[src/rtl/checkbits_monitor.sv]
// Self-test checkbits monitor: synchronise, debounce and decode start/checkpoint/pass/fail codes
// with a programmable watchdog. Optional feature macro: CHKMON_CHECKPOINT_EN (checkpoint counting + watchdog reload).
module checkbits_monitor #(
  parameter int unsigned           WIDTH     = 16,
  parameter int unsigned           PREFIX_W  = 12,
  parameter logic [PREFIX_W-1:0]   PREFIX    = 12'hAB6,
  parameter int unsigned           TIMEOUT_W = 32,
  parameter int unsigned           STABLE    = 2
) (
  input  logic                          wb_clk_i,
  input  logic                          wb_rst_i,
  input  logic [WIDTH-1:0]              checkbits_i,
  input  logic [TIMEOUT_W-1:0]          timeout_i,
  input  logic                          clear_i,
  output logic [2:0]                    state_o,
  output logic                          done_o,
  output logic                          pass_o,
  output logic                          fail_o,
  output logic                          timeout_o,
  output logic [WIDTH-PREFIX_W-1:0]     last_code_o,
  output logic [TIMEOUT_W-1:0]          cycles_o,
  output logic [7:0]                    checkpoint_cnt_o
);

  localparam int unsigned LOW_W = WIDTH - PREFIX_W;
  localparam int unsigned CNT_W = $clog2(STABLE + 1);

  typedef enum logic [2:0] {
    S_IDLE    = 3'd0,
    S_RUN     = 3'd1,
    S_PASS    = 3'd2,
    S_FAIL    = 3'd3,
    S_TIMEOUT = 3'd4
  } state_e;

  logic [WIDTH-1:0]     sync1_q, sync1_d, sync2_q, sync2_d, hist_q, hist_d;
  logic [WIDTH-1:0]     acc_word_q, acc_word_d;
  logic                 acc_valid_q, acc_valid_d;
  logic [CNT_W-1:0]     stab_cnt_q, stab_cnt_d;
  state_e               state_q, state_d;
  logic [TIMEOUT_W-1:0] cycles_q, cycles_d;
  logic [7:0]           ckpt_q, ckpt_d;
  logic [LOW_W-1:0]     last_q, last_d;

  logic [CNT_W-1:0]     run_len;
  logic                 accept;
  logic [LOW_W-1:0]     low;
  logic                 is_start, is_pass, is_fail;
  logic                 wd_expire;
  logic [TIMEOUT_W-1:0] cycles_inc;

  // Input path: run_len counts how many consecutive cycles the synchronised word has held,
  // including the current one, saturating at STABLE.
  always_comb begin
    sync1_d = checkbits_i;
    sync2_d = sync1_q;
    hist_d  = sync2_q;
    if (sync2_q == hist_q) begin
      run_len = (stab_cnt_q >= CNT_W'(STABLE)) ? stab_cnt_q : stab_cnt_q + CNT_W'(1);
    end else begin
      run_len = CNT_W'(1);
    end
    accept = (run_len >= CNT_W'(STABLE)) &&
             (sync2_q[WIDTH-1 -: PREFIX_W] == PREFIX) &&
             (!acc_valid_q || (sync2_q != acc_word_q)) &&
             !clear_i;
    stab_cnt_d  = clear_i ? '0 : run_len;
    acc_word_d  = accept ? sync2_q : acc_word_q;
    acc_valid_d = clear_i ? 1'b0 : (accept | acc_valid_q);
    low         = sync2_q[LOW_W-1:0];
    is_start    = (low == LOW_W'(0));
    is_pass     = (low == LOW_W'(1));
    is_fail     = (low == LOW_W'(2));
  end

  always_comb begin
    state_d    = state_q;
    cycles_d   = cycles_q;
    ckpt_d     = ckpt_q;
    last_d     = last_q;
    wd_expire  = (timeout_i != '0) && (cycles_q == timeout_i - TIMEOUT_W'(1));
    cycles_inc = (cycles_q == '1) ? cycles_q : cycles_q + TIMEOUT_W'(1);
    if (clear_i) begin
      state_d  = S_IDLE;
      cycles_d = '0;
      ckpt_d   = '0;
    end else begin
      case (state_q)
        S_IDLE: begin
          if (accept) begin
            last_d = low;
            if (is_start) begin
              state_d  = S_RUN;
              cycles_d = '0;
              ckpt_d   = '0;
            end
          end
        end
        S_RUN: begin
          cycles_d = cycles_inc;
          if (wd_expire) state_d = S_TIMEOUT;
          // Accepted codes are evaluated after the watchdog so they win the same-edge race.
          if (accept) begin
            last_d = low;
            if (is_start) begin
              state_d  = S_RUN;
              cycles_d = '0;
              ckpt_d   = '0;
            end else if (is_pass) begin
              state_d = S_PASS;
            end else if (is_fail) begin
              state_d = S_FAIL;
            end else begin
`ifdef CHKMON_CHECKPOINT_EN
              state_d  = S_RUN;
              cycles_d = '0;
              ckpt_d   = (ckpt_q == 8'hFF) ? ckpt_q : ckpt_q + 8'd1;
`endif
            end
          end
        end
        default: ;
      endcase
    end
  end

  always_ff @(posedge wb_clk_i or posedge wb_rst_i) begin
    if (wb_rst_i) begin
      sync1_q     <= '0;
      sync2_q     <= '0;
      hist_q      <= '0;
      acc_word_q  <= '0;
      acc_valid_q <= 1'b0;
      stab_cnt_q  <= '0;
      state_q     <= S_IDLE;
      cycles_q    <= '0;
      ckpt_q      <= '0;
      last_q      <= '0;
    end else begin
      sync1_q     <= sync1_d;
      sync2_q     <= sync2_d;
      hist_q      <= hist_d;
      acc_word_q  <= acc_word_d;
      acc_valid_q <= acc_valid_d;
      stab_cnt_q  <= stab_cnt_d;
      state_q     <= state_d;
      cycles_q    <= cycles_d;
      ckpt_q      <= ckpt_d;
      last_q      <= last_d;
    end
  end

  always_comb begin
    state_o          = state_q;
    pass_o           = (state_q == S_PASS);
    fail_o           = (state_q == S_FAIL);
    timeout_o        = (state_q == S_TIMEOUT);
    done_o           = pass_o | fail_o | timeout_o;
    last_code_o      = last_q;
    cycles_o         = cycles_q;
    checkpoint_cnt_o = ckpt_q;
  end

endmodule
[config.mk]
export PLATFORM = sky130hd
export DESIGN_NAME = checkbits_monitor
export DESIGN_NICKNAME = d
export VERILOG_FILES = /design/src/rtl/checkbits_monitor.sv
export SDC_FILE = /design/constraint.sdc
export NUM_CORES = 1
export LEC_CHECK = 0
export BUFFER_PORTS_ARGS = -buffer_cell sky130_fd_sc_hd__buf_4
export CAP_MARGIN = 20
export CORE_AREA = 2 2 106 108
export DETAILED_ROUTE_END_ITERATION = 10
export DIE_AREA = 0 0 108 110
export PLACE_DENSITY = 0.79
export SETUP_SLACK_MARGIN = 0.3
export SLEW_MARGIN = 10
export SYNTH_ARGS = -nofsm -noshare
export SYNTH_HDL_FRONTEND = slang
export SYNTH_SLANG_ARGS = --single-unit
[constraint.sdc]
create_clock -name wb_clk_i -period 5.77 [get_ports wb_clk_i]
set_input_delay 1.731 -clock wb_clk_i [delete_from_list [all_inputs] [get_ports wb_clk_i]]
set_output_delay 1.731 -clock wb_clk_i [all_outputs]
set_load 0.02 [all_outputs]
==> results of run 1 <==
state kept, by name (all words and copies together), names as in the netlist, 2 cells and up:
register	flops
state_o	3
hist_d	16
acc_word_q	16
hist_q	16
cycles_o	32
stab_cnt_q	2
sync1_q	16
last_code_o	4
worst max-delay path by stage:
| stage | slack, ps | depth (start not counted) | from | end |
|---|---|---|---|---|
| after floorplan | 1250 | 1 | wb_rst_i | acc_valid_q |
| after global placement | 1340 | 10 | timeout_i[0] | state_o[2] |
| after detailed placement | 1330 | 10 | timeout_i[1] | state_o[2] |
| after CTS | 1680 | 10 | timeout_i[1] | state_o[2] |
| after global routing | 1450 | 10 | timeout_i[1] | state_o[2] |
| final | 1620 | 10 | timeout_i[0] | state_o[2] |
cell type report:
cell class	count	area, um2	area share [%]
inverters	21	81.3	1.17
multi-input cells	461	3100	44.6
clock buffers	9	124	1.78
flip-flops and latches	106	2650	38.2
clock inverters	7	91.3	1.31
repair buffers	96	728	10.5
well taps	140	175	2.52
stage by stage:
stage	utilization [%]	hold WS [ps]	instance area (um2)
2_1_floorplan	-	331	5990
3_3_place_gp	62.8	333	6720
3_5_place_dp	62.8	335	6720
4_1_cts	64.8	361	6930
5_1_grt	65.0	369	6950
6_report	65.0	359	6950
per-layer routing:
layer / part of all wire [%] / vias to the layer above / global-route usage (%)
met5: 0 / - / 0
met1: 42 / 2503 / 37.5
li1: - / 2364 / -
met4: 1.9 / 0 / 7.51
met3: 8.4 / 31 / 4.06
met2: 48 / 263 / 42.5
critical path: stages:
cell and delay, ps:
buf_4 130, inv_1 50, ha_1 260, or4b_4 540, o21ai_0 180, o31ai_1 90
a2111oi_0 700, nor4b_1 340, and4_1 280, a32o_1 160
cells by family (layout without fill, tap and decap cells):
group	after synthesis	in the layout	synth area share [%]
other	1	8	0.0628
buffers and inverters	51	133	4.09
AOI/OAI and AO/OA	98	98	11.1
xor gates and xnor gates	77	77	11.4
muxes	14	14	2.52
and+or+nand+nor	261	261	25.7
DFF	106	106	44.5
adders and majority gates	3	3	0.629
cells in the mapped netlist, drive strengths merged, types with 14 or more instances:
library cell	count
xnor2	59
dfrtp	106
or3	20
buf	16
xor2	18
nor4	25
nand3	28
nor3	20
nor2	44
nand2	34
inv	21
o21ai	24
a21oi	23
nand4	20
clkbuf	14
placed cells by master (no fill, tap or decap), types with 4 or more instances in the layout:
cell type / Yosys / routed
nor4_1: 20 / 20
o31a_1: 5 / 5
nor3_1: 19 / 19
inv_1: 21 / 20
nand3_1: 27 / 27
nor2_1: 44 / 44
dfrtp_1: 106 / 106
or3_1: 20 / 20
nor2b_1: 9 / 9
a31oi_1: 7 / 7
and2_1: 8 / 8
or4_1: 5 / 5
conb_1: 1 / 8
nand2_1: 34 / 34
o41ai_1: 4 / 4
nand4_1: 20 / 20
o21a_1: 5 / 5
o21ai_0: 23 / 23
and3_1: 6 / 6
clkbuf_8: 0 / 9
or2_2: 10 / 10
o31ai_1: 5 / 5
mux2i_1: 6 / 6
mux2_2: 8 / 8
nand2b_1: 5 / 5
xor2_1: 18 / 18
and4_1: 10 / 10
xnor2_1: 58 / 58
a21oi_1: 23 / 23
buf_4: 8 / 95
where the power goes:
group / switching (W) / leakage [nW] / internal [W]
registers: 0.0000187 / 1.35 / 0.000763
clock network: 0.000293 / 0.105 / 0.000177
logic: 0.0000867 / 1.38 / 0.0000658
==> run summary, run 1 <==
status = complete, no violations
largest net degree at the start of global routing = 76
I/O pin cnt = 102
total die area = 11900 um2
Non-Filler Instances = 840
Hold Path Origin = sync1_q[5]
Worst Tran Pin Value = 1020 ps
placed cells = 823
grt ovf = 0
Reg clk slew, reported paths = 120 ps
critical setup path kind = in -> reg
Post-synth EDFFs = 0
Reg-to-Reg Start = hist_d[2]
Post-Syn Area = 5970 um2
Cells after Synth = 611
hold depth = 0
HPWL after detailed placement = 11200 um
Power, Total = 0.00140 W
DRC violations left = 0
Slew HR = 30.1%
Routed Antenna Nets = 0
Pre-antenna DRT Iters = 6
clock tree sinks = 106
root buf cell = clkbuf_8
nets = 749
critical path arrival = 4480 ps
PortBufs = 93
leakage power = 2.83 nW
TritonCTS clock tree = yes
hold_buf cts = 0
Initial Util = 55.8%
Final TNS setup = 0 ps
Yosys top cell by area = dfrtp_1
Async SR Flop Fraction = 100%
hold crit path type = reg -> reg
Top FF cell, synth = dfrtp_1
vias per cell = 6.14
fin crit period = 4150 ps
share of cells above drive strength 1 = 20.7%
ANT cells = 0
Critical R2R Capture = cycles_o[19]
Post-CTS Setup Bufs = 0
total track usage = 26.4%
period utilization = 72.0%
reg2reg setup slack = 2640 ps
H-tree Lvls = 3
# Max-Cap Violations = 0
Worst Clk Skew = 12.4 ps
vias in the first global route = 4788
Core Area = 10700 um2
# rows = 38
initial antenna violation count = 0
via count = 5161
Seq/Total Area, Yosys = 44.5%
largest cells by area after synthesis = dfrtp_1, xnor2_1, nor2_1
Worst Setup Slack, final = 1620 ps
share of the synthesized area in the top cell type = 44.5%
clk_lat worst skew = 380 ps
Synth Register Bits = 106
chip height = 110 um
final wirelength = 15300 um
post-cts sizing count = 0
drt wl/cell = 18.2 um
PwrDens = 202 nW/um2
final setup violation count = 0
Hold Crit Endpoint = hist_d[5]
DP Worst Slack = 1330 ps
RSZ-0062 raised after global routing = false
final hold violation count = 0
total CTS buffers = 9
gpl congestion = 0.904
Startpoint Class = primary input
Worst VDD drop = 0.169 mV
CTS max path bufs = 2
Yosys cell types = 65
max frequency = 241 MHz
Crit. End Element = flop
fillers = 881
worst reg2reg path depth = 8
Initial DRC Count = 461
Area growth, synth to finish = 16.5%
CP Data Required Time = 6100 ps
yosys synthesis warning count = 0
Syn Area/Cell = 9.77 um2
worst-path fanout max = 6
Die Wd = 108 um
max-slew violations = 0
global-route wire length before repair = 24400 um
(Power assumes the default switching activity.)
==> run 2: changes to the inputs <==
--- a/config.mk
+++ b/config.mk
@@ -7,10 +7,10 @@
 export LEC_CHECK = 0
 export BUFFER_PORTS_ARGS = -buffer_cell sky130_fd_sc_hd__buf_4
 export CAP_MARGIN = 20
-export CORE_AREA = 2 2 106 108
+export CORE_AREA = 2 2 112 114
 export DETAILED_ROUTE_END_ITERATION = 10
-export DIE_AREA = 0 0 108 110
-export PLACE_DENSITY = 0.79
+export DIE_AREA = 0 0 114 116
+export PLACE_DENSITY = 0.75
 export SETUP_SLACK_MARGIN = 0.3
 export SLEW_MARGIN = 10
 export SYNTH_ARGS = -nofsm -noshare
==> constraint.sdc (replaced) <==
create_clock -name wb_clk_i -period 3.5 [get_ports wb_clk_i]
set_input_delay 1.05 -clock wb_clk_i [delete_from_list [all_inputs] [get_ports wb_clk_i]]
set_output_delay 1.05 -clock wb_clk_i [all_outputs]
set_load 0.02 [all_outputs]
==> run 2 against run 1 <==
  * Clock power grew 130%
  * Routed wire length grew 1.2%
  * Cell count increased by 1.9%
  * Critical endpoint unchanged
  * Design area up 3.0%
==> run summary, run 2 (same netlist as run 1, synthesis figures left out) <==
root buf cell = clkbuf_16 (was clkbuf_8)
chip height = 116 um (was 110 um)
Initial Util = 50.1% (was 55.8%)
most common cell after layout, fill and taps aside = dfrtp_1 (unchanged)
most frequent cells in the layout = dfrtp_1, buf_4, xnor2_1 (unchanged)
drt wl/cell = 18.1 um (was 18.2 um)
Slew HR = 42.4% (was 30.1%)
PortBufs = 93 (unchanged)
fin crit period = 3050 ps
vias in the first global route = 4927 (was 4788)
critical setup path kind = in -> reg (unchanged)
Crit. End Element = flop (unchanged)
Die Wd = 114 um (was 108 um)
hold crit path type = reg -> reg (unchanged)
clock tree sinks = 106 (unchanged)
total CTS buffers = 9 (unchanged)
clk_lat worst skew = 350 ps (was 380 ps)
final hold violation count = 0 (unchanged)
Worst VDD drop = 0.293 mV (was 0.169 mV)
placed cells = 839 (was 823)
Critical Path Source = timeout_i[0] (unchanged)
largest net degree at the start of global routing = 44 (was 76)
final setup violation count = 0 (unchanged)
Final TNS setup = 0 ps (unchanged)
I/O pin cnt = 102 (unchanged)
PwrDens = 368 nW/um2 (was 202 nW/um2)
Core Util, Final = 60.1% (was 65.0%)
nets = 758 (was 749)
Core Area = 11900 um2 (was 10700 um2)
Worst Tran Pin Value = 864 ps (was 1020 ps)
global-route wire length before repair = 24900 um (was 24400 um)
via count = 5144 (was 5161)
# rows = 40 (was 38)
Hold Path Origin = sync1_q[2] (was sync1_q[5])
share of cells above drive strength 1 = 21.9% (was 20.7%)
Area growth, synth to finish = 19.9% (was 16.5%)
final wirelength = 15500 um (was 15300 um)
worst-path fanout max = 5 (was 6)
initial antenna violation count = 0 (unchanged)
Reg-to-Reg Start = hist_d[0] (was hist_d[2])
ANT cells = 0 (unchanged)
vias per cell = 6.01 (was 6.14)
TritonCTS clock tree = yes (unchanged)
Min Hold Slack = 348 ps (was 359 ps)
status = complete, no violations (unchanged)
leakage power = 2.93 nW (was 2.83 nW)
Power, Total = 0.00264 W (was 0.00140 W)
Routed Antenna Nets = 0 (unchanged)
grt ovf = 0 (unchanged)
HPWL after detailed placement = 11600 um (was 11200 um)
gpl congestion = 0.914 (was 0.904)
CTS max path bufs = 2 (unchanged)
Largest register FFs = 32 (unchanged)
DRC violations left = 0 (unchanged)
RSZ-0062 raised after global routing = false (unchanged)
H-tree Lvls = 3 (unchanged)
Startpoint Class = primary input (unchanged)
total die area = 13200 um2 (was 11900 um2)
total track usage = 23.8% (was 26.4%)
period utilization = 87.2%
# Max-Cap Violations = 0 (unchanged)
Non-Filler Instances = 856 (was 840)
CP Data Required Time = 3780 ps (was 6100 ps)
max-slew violations = 0 (unchanged)
max frequency = 328 MHz
Initial DRC Count = 447 (was 461)
critical path arrival = 3330 ps (was 4480 ps)
Worst Clk Skew = 10.9 ps (was 12.4 ps)
Pre-antenna DRT Iters = 5 (was 6)
Reg clk slew, reported paths = 70 ps (was 120 ps)
run 2: where the power goes:
group / switching, W / internal [W]
registers: 0.0000294 / 0.00126
clock network: 0.000455 / 0.000634
logic: 0.000144 / 0.000114
run 2: repair_timing:
item | 4_1_cts | 5_1_grt
resized for setup | 1 | 1
setup buffers | 0 | 0
endpoints found under the setup margin | 1 | 2
hold buffers | 0 | 0
run 2: area by class of cell:
cell class                 count  area (um2)
clock buffer                   9         225
clock inverter                 7         101
fill                        1033        4750
inverter                      21        82.6
multi-input combinational    461        3100
sequential                   106        2650
tap                          147         184
timing repair buffer         105         808
run 2: final timing paths:
path	cells after the start	to	slack [ps]
setup / recovery	10	state_o[2]	450
hold / removal	0	hist_d[2]	350
setup reg to reg	8	cycles_o[19]	490
hold reg to reg	0	hist_d[2]	350
max in group asynchronous	3	cycles_o[16]	1830
min in group asynchronous	2	cycles_o[31]	810
run 2: worst max-delay path: stages:
cell and delay, ps:
buf_4 120, inv_1 50, ha_1 160, or4b_4 510, o21ai_0 170, o31ai_1 110
a2111oi_2 440, nor4b_1 280, and4_1 270, a32o_1 160
run 2: layer usage:
metal | part of all wire (%) | routed length, um | global-route usage [%]
met5 | 0 | 0 | 0
met4 | 1.8 | 275 | 6.67
met3 | 6.6 | 1020 | 4.50
met2 | 49 | 7550 | 39.6
met1 | 43 | 6610 | 32.0
run 2: through the flow:
step                instance area (um2)  setup WS, ps
global placement                   6810         -9.88
CTS                                7140           377
global route                       7160           344
detailed placement                 6810         -43.9
floorplan                          6000           479
finish                             7160           450
